`src/rtl/instr_encoder_if.sv`:
```
// Handshake/bus bundle for instr_encoder: field-set input side, packed-word
// output side and status.
// slave modport belongs to the encoder; master to the sequencer/core side.
interface instr_encoder_if #(
    parameter int unsigned DEPTH = 4,
    parameter int unsigned CNT_W = 16
);
    logic                     in_valid;
    logic                     in_ready;
    logic [4:0]               in_op;
    logic [4:0]               in_rdst;
    logic [4:0]               in_rsrc1;
    logic                     in_imm_mode;
    logic [4:0]               in_rsrc2;
    logic [15:0]              in_imm;
    logic                     out_valid;
    logic                     out_ready;
    logic [31:0]              out_ir;
    logic                     err_illegal;
    logic [$clog2(DEPTH):0]   fifo_level;
    logic [CNT_W-1:0]         issue_count;

    modport master (
        output in_valid, in_op, in_rdst, in_rsrc1, in_imm_mode, in_rsrc2, in_imm,
        output out_ready,
        input  in_ready, out_valid, out_ir, err_illegal, fifo_level, issue_count
    );

    modport slave (
        input  in_valid, in_op, in_rdst, in_rsrc1, in_imm_mode, in_rsrc2, in_imm,
        input  out_ready,
        output in_ready, out_valid, out_ir, err_illegal, fifo_level, issue_count
    );
endinterface

```
`src/rtl/instr_encoder.sv`:
```
// instr_encoder: packs decoded instruction fields into 32-bit IR words and
// buffers them in a first-word-fall-through FIFO toward the core.
// Optional feature macro: INSTR_ENC_MUL_HI_EN -- each accepted mul also
// enqueues a movsgpr to rdst+1 so the SGPR high half is captured.
module instr_encoder #(
    parameter int unsigned DEPTH = 4,
    parameter int unsigned CNT_W = 16
) (
    input logic           clk,
    input logic           rst_n,
    instr_encoder_if.slave bus
);
    localparam int unsigned PW = $clog2(DEPTH);
    localparam int unsigned LW = PW + 1;

`ifdef INSTR_ENC_MUL_HI_EN
    localparam int unsigned HEADROOM = 2;
`else
    localparam int unsigned HEADROOM = 1;
`endif
    localparam logic [LW-1:0] READY_MAX = LW'(DEPTH - HEADROOM);

    typedef enum logic [4:0] {
        OP_MOVSGPR = 5'd0,
        OP_MOV     = 5'd1,
        OP_ADD     = 5'd2,
        OP_SUB     = 5'd3,
        OP_MUL     = 5'd4,
        OP_AND     = 5'd5,
        OP_OR      = 5'd6,
        OP_XOR     = 5'd7,
        OP_LOAD    = 5'd8,
        OP_STORE   = 5'd9
    } opcode_e;

    logic [31:0]      mem [DEPTH];
    logic [PW-1:0]    wr_ptr;
    logic [PW-1:0]    rd_ptr;
    logic [LW-1:0]    level;
    logic [LW-1:0]    level_next;
    logic [LW-1:0]    push_n;
    logic [CNT_W-1:0] count;
    logic             err_q;
    logic             ready;
    logic             accept;
    logic             legal;
    logic             push;
    logic             pop;
    logic [31:0]      word;
`ifdef INSTR_ENC_MUL_HI_EN
    logic             push_two;
    logic [31:0]      hi_word;
`endif

    assign ready  = (level <= READY_MAX);
    assign accept = bus.in_valid && ready;
    assign legal  = (bus.in_op <= OP_STORE);
    assign push   = accept && legal;
    assign pop    = (level != '0) && bus.out_ready;

    assign bus.in_ready    = ready;
    assign bus.out_valid   = (level != '0);
    assign bus.out_ir      = (level != '0) ? mem[rd_ptr] : '0;
    assign bus.err_illegal = err_q;
    assign bus.fifo_level  = level;
    assign bus.issue_count = count;

    // Field packing; movsgpr keeps only op and rdst, everything below is zero.
    always_comb begin
        word        = '0;
        word[31:27] = bus.in_op;
        word[26:22] = bus.in_rdst;
        if (bus.in_op != OP_MOVSGPR) begin
            word[21:17] = bus.in_rsrc1;
            word[16]    = bus.in_imm_mode;
            if (bus.in_imm_mode) begin
                word[15:0] = bus.in_imm;
            end else begin
                word[15:11] = bus.in_rsrc2;
            end
        end
    end

    // Number of entries written this cycle and the resulting occupancy.
    always_comb begin
`ifdef INSTR_ENC_MUL_HI_EN
        push_two = push && (bus.in_op == OP_MUL);
        hi_word  = {OP_MOVSGPR, bus.in_rdst + 5'd1, 22'h0};
        push_n   = push_two ? LW'(2) : LW'(push);
`else
        push_n   = LW'(push);
`endif
        level_next = level + push_n - LW'(pop);
    end

    // Storage array; contents need no reset because level gates visibility.
    always_ff @(posedge clk) begin
        if (push) begin
            mem[wr_ptr] <= word;
`ifdef INSTR_ENC_MUL_HI_EN
            if (push_two) begin
                mem[wr_ptr + PW'(1)] <= hi_word;
            end
`endif
        end
    end

    // Pointers, occupancy, issue counter and illegal-op pulse.
    always_ff @(posedge clk) begin
        if (!rst_n) begin
            wr_ptr <= '0;
            rd_ptr <= '0;
            level  <= '0;
            count  <= '0;
            err_q  <= 1'b0;
        end else begin
            wr_ptr <= wr_ptr + PW'(push_n);
            if (pop) begin
                rd_ptr <= rd_ptr + PW'(1);
                count  <= count + CNT_W'(1);
            end
            level <= level_next;
            err_q <= accept && !legal;
        end
    end
endmodule

```
`src/flat_wrapper.sv`:
```
// flat-port wrapper written by rule: the top's interface ports become plain ports
module instr_encoder_flat 
#(
    parameter int unsigned DEPTH = 4,
    parameter int unsigned CNT_W = 16
)
  (clk, rst_n, bus_in_valid, bus_in_op, bus_in_rdst, bus_in_rsrc1, bus_in_imm_mode, bus_in_rsrc2, bus_in_imm, bus_out_ready, bus_in_ready, bus_out_valid, bus_out_ir, bus_err_illegal, bus_fifo_level, bus_issue_count);
  instr_encoder_if #(.DEPTH(DEPTH), .CNT_W(CNT_W)) bus_i ();
  input logic clk;
  input logic rst_n;
  input wire logic [$bits(bus_i.in_valid)-1:0] bus_in_valid;
  input wire logic [$bits(bus_i.in_op)-1:0] bus_in_op;
  input wire logic [$bits(bus_i.in_rdst)-1:0] bus_in_rdst;
  input wire logic [$bits(bus_i.in_rsrc1)-1:0] bus_in_rsrc1;
  input wire logic [$bits(bus_i.in_imm_mode)-1:0] bus_in_imm_mode;
  input wire logic [$bits(bus_i.in_rsrc2)-1:0] bus_in_rsrc2;
  input wire logic [$bits(bus_i.in_imm)-1:0] bus_in_imm;
  input wire logic [$bits(bus_i.out_ready)-1:0] bus_out_ready;
  output wire logic [$bits(bus_i.in_ready)-1:0] bus_in_ready;
  output wire logic [$bits(bus_i.out_valid)-1:0] bus_out_valid;
  output wire logic [$bits(bus_i.out_ir)-1:0] bus_out_ir;
  output wire logic [$bits(bus_i.err_illegal)-1:0] bus_err_illegal;
  output wire logic [$bits(bus_i.fifo_level)-1:0] bus_fifo_level;
  output wire logic [$bits(bus_i.issue_count)-1:0] bus_issue_count;
  assign bus_i.in_valid = bus_in_valid;
  assign bus_i.in_op = bus_in_op;
  assign bus_i.in_rdst = bus_in_rdst;
  assign bus_i.in_rsrc1 = bus_in_rsrc1;
  assign bus_i.in_imm_mode = bus_in_imm_mode;
  assign bus_i.in_rsrc2 = bus_in_rsrc2;
  assign bus_i.in_imm = bus_in_imm;
  assign bus_i.out_ready = bus_out_ready;
  assign bus_in_ready = bus_i.in_ready;
  assign bus_out_valid = bus_i.out_valid;
  assign bus_out_ir = bus_i.out_ir;
  assign bus_err_illegal = bus_i.err_illegal;
  assign bus_fifo_level = bus_i.fifo_level;
  assign bus_issue_count = bus_i.issue_count;
  instr_encoder #(.DEPTH(DEPTH), .CNT_W(CNT_W)) u_core (.clk(clk), .rst_n(rst_n), .bus(bus_i));
endmodule
```
`config.mk`:
```
export PLATFORM = sky130hd
export DESIGN_NAME = instr_encoder_flat
export DESIGN_NICKNAME = d
export VERILOG_FILES = /design/src/rtl/instr_encoder_if.sv /design/src/rtl/instr_encoder.sv /design/src/flat_wrapper.sv
export SDC_FILE = /design/constraint.sdc
export NUM_CORES = 1
export LEC_CHECK = 0
export CORE_MARGIN = 5
export CORE_UTILIZATION = 35
export CTS_CLUSTER_SIZE = 12
export DETAILED_ROUTE_END_ITERATION = 6
export DONT_BUFFER_PORTS = 1
export PLACE_DENSITY = 0.52
export SYNTH_ARGS = -nofsm -noshare
export SYNTH_HDL_FRONTEND = slang
export SYNTH_SLANG_ARGS = --single-unit
```
`constraint.sdc`:
```
create_clock -name clk -period 5.2 [get_ports clk]
set_input_delay 1.3 -clock clk [delete_from_list [all_inputs] [get_ports clk]]
set_output_delay 1.3 -clock clk [all_outputs]
set_load 0.05 [all_outputs]
```
==> reports/qor.csv <==
stage,metric,value,unit
power_and_ir_drop,vdd_drop_max,0.000225,V
yosys,ys_seq_area_share,70.0,%
yosys,yosysWarnings,0,
drt,drt_first_pass_iters,4,
power_and_ir_drop,internal-power,0.00239,W
final_layout,fin_nets,425,
grt,grt_first_pass_wirelength,18800,µm
min_path,min_to,u_core.rd_ptr[1],
timing,finalSetupViolations,0,
cts,cts_hold_buf,0,
setup_path,rr_worst_depth,6,
grt,track_usage,12.5,%
die,start_util,35.9,%
grt,grt-ovfl-total,0,
final_layout,final_cell_mix,"edfxtp_1, mux4_2, nor2b_1",
power_and_ir_drop,combPwrFrac,27.6,%
final_layout,drive_gt1_share,19.2,%
power_and_ir_drop,pwr_density_cell,528,mW/mm²
timing,timing.fmax,247,MHz
setup_path,cp-end-kind,output pin,
min_path,hold_start,u_core.rd_ptr[1],
final_layout,fin_cells,619,
cts,cts_tree,done,
place,place_hpwl,7710,µm
power_and_ir_drop,p_clk_share,31.1,%
die,die_w,143,µm
drt,drtIter0Drc,154,
setup_path,path_class,reg2out,
grt,grt_pass1_vias,3251,
final_layout,final_area,0.00709,mm²
die,rows,48,
drt,drt_wl_total,12400,µm
timing,worst_pin_slew,1.09,ns
timing,finalHoldViolCount,0,
place,place_area,0.00651,mm²
place,port_buffers,0,
drt,num_vias,3093,
cts,clkTransAtPathRegs,0.06,ns
grt,antenna_found_initial,5,
die,core,0.0174,mm²
power_and_ir_drop,leakage,2.30,nW
place,gp_congestion,0.755,
min_path,holdPathStages,2,
yosys,syn_area,0.00623,mm²
setup_path,cp-start-kind,flip-flop,
power_and_ir_drop,power.total,0.00375,W
drt,drc,0,
place,dp_cells,584,
power_and_ir_drop,netSwitchingPower,0.00135,W
timing,period_share,77.7,%
yosys,ys_types,34,
setup_path,required,3.90,ns
setup_path,ff2ff_setup_slack,2.08,ns
job,cap_violations,0,
die,die_h,143,µm
cts,cts_max_level,4,
yosys,synth_seq_cells,154,
cts,clk_latency,0.41,ns
yosys,syn_avg_cell_area,16.8,µm²
drt,drtAntennaViolNets,0,
setup_path,r2r-start,u_core.bus.fifo_level[2],
setup_path,regToRegEndpoint,u_core.mem[0][24],
cts,cts_resized,0,
drt,vias_per_cell,5.00,
setup_path,cp_max_fo,26,
timing,min_period,4.04,ns
yosys,netlist_instances,371,
timing,relSlewSlack,27.0,%
cts,cts_root_buf,clkbuf_16,
cts,cts_inserted_buffers,17,
timing,skew,0.00607,ns
cts,post-cts-setup-buffers,0,
final_layout,area_growth,13.8,%
die,io_pins,95,
cts,cts.path.max_buffers,2,
timing,fin_tns_setup,0,ns
outcome,status,completed,
drt,wl_per_cell,20.0,µm
timing,final_max_slew_viol_count,0,
setup_path,arrival,2.74,ns
die,die_area,0.0206,mm²
power_and_ir_drop,p_sw_share,36.1,%
min_path,hp-class,reg2reg,
final_layout,mostFrequentLayoutCell,edfxtp_1,
cts,clkSinkCount,154,
grt,grt_max_degree,34,
timing,whs,0.533,ns
timing,grt_setup_unrepaired,false,
yosys,synth.net_count,418,
power_and_ir_drop,seq_power_share,41.3,%
## logic make-up (layout without fill, tap and decap cells)
logic type	after synthesis	count (layout)	share of synthesized area [%]
flip-flops	154	154	70.0
AND/OR/NAND/NOR	123	123	10.9
multiplexers	42	42	13.2
buffers and inverters	27	47	1.87
XOR/XNOR	13	13	1.83
adder cells (fa/ha/maj)	6	6	1.32
AO/OA/AOI/OAI	6	6	0.883
other	0	3	0
## cell usage after synthesis, drive strengths merged
cell type	instances	area share, %
nor3	4	0.32
inv	9	0.54
buf	7	0.66
o21ai	1	0.080
nor3b	1	0.12
mux4	32	12
edfxtp	128	62
and3	12	1.2
nor2	22	1.3
nand2	15	0.90
nand4	4	0.40
and2	9	0.90
a21oi	3	0.24
mux2i	10	1.6
o31ai	1	0.12
nand3	6	0.48
a2111oi	1	0.44
xnor2	11	1.5
or3	1	0.10
ha	5	1.0
nor2b	32	3.2
clkbuf	10	0.60
fa	1	0.32
dfxtp	26	8.4
xor2	2	0.28
nand2b	6	0.60
nor4	7	0.80
or4	1	0.12
clkinv	1	0.060
and3b	2	0.28
or2	1	0.14
## power by group through the flow
stage	logic (W)	registers (W)	clock network, W
floorplan	0.000986	0.00149	0
global placement	0.00105	0.00158	0
detailed placement	0.00106	0.00158	0
CTS	0.00106	0.00156	0.00119
global route	0.00110	0.00157	0.00126
finish	0.00104	0.00155	0.00116
## state kept, by name, indices dropped and copies added (netlist names), named ones only
register and flops:
u_core.mem 128, u_core.bus.issue_count 16, u_core.bus.fifo_level 3, u_core.rd_ptr 2, u_core.wr_ptr 2, u_core.bus.err_illegal 1
## per-layer routing
metal / up-vias / track usage [%] / part of all wire [%]
li1: 1428 / - / -
met1: 1560 / 15.1 / 40
met2: 90 / 20.2 / 49
met3: 13 / 5.99 / 9.8
met4: 2 / 3.57 / 1.0
met5: - / 0 / 0.057
## worst max path at each step
stage / from / end / cells after the start
3_5_place_dp: flip-flop / bus_out_ir[10] / 3
3_3_place_gp: flip-flop / bus_out_ir[7] / 3
5_1_grt: flip-flop / bus_out_ir[10] / 3
4_1_cts: flip-flop / bus_out_ir[10] / 3
2_1_floorplan: bus_in_op[1] / u_core.mem[0][0] / 3
6_report: flip-flop / bus_out_ir[10] / 3
## cell type report
| class | instances | area [µm²] |
|---|---|---|
| Timing Repair Buffer | 5 | 50.0 |
| Inverter | 10 | 37.5 |
| Fill cell | 1569 | 10300 |
| Clock inverter | 5 | 30.0 |
| Tap cell | 225 | 282 |
| Multi-Input combinational cell | 190 | 1770 |
| Clock buffer | 27 | 546 |
| Antenna cell | 3 | 7.51 |
| Sequential cell | 154 | 4370 |
## worst max-delay path: stages (launching register included)
cell and delay [ns]:
dfxtp_2 0.99, buf_4 0.34, mux4_2 0.23, nor2b_1 0.76
## stage by stage
step                util, %  setup slack (ns)
floorplan                 -             0.295
global placement       37.5              1.48
detailed placement     37.5              1.47
CTS                    40.8              1.02
global route           40.9             0.881
finish                 40.9              1.16
No activity file was read; power rests on OpenSTA's default activity.
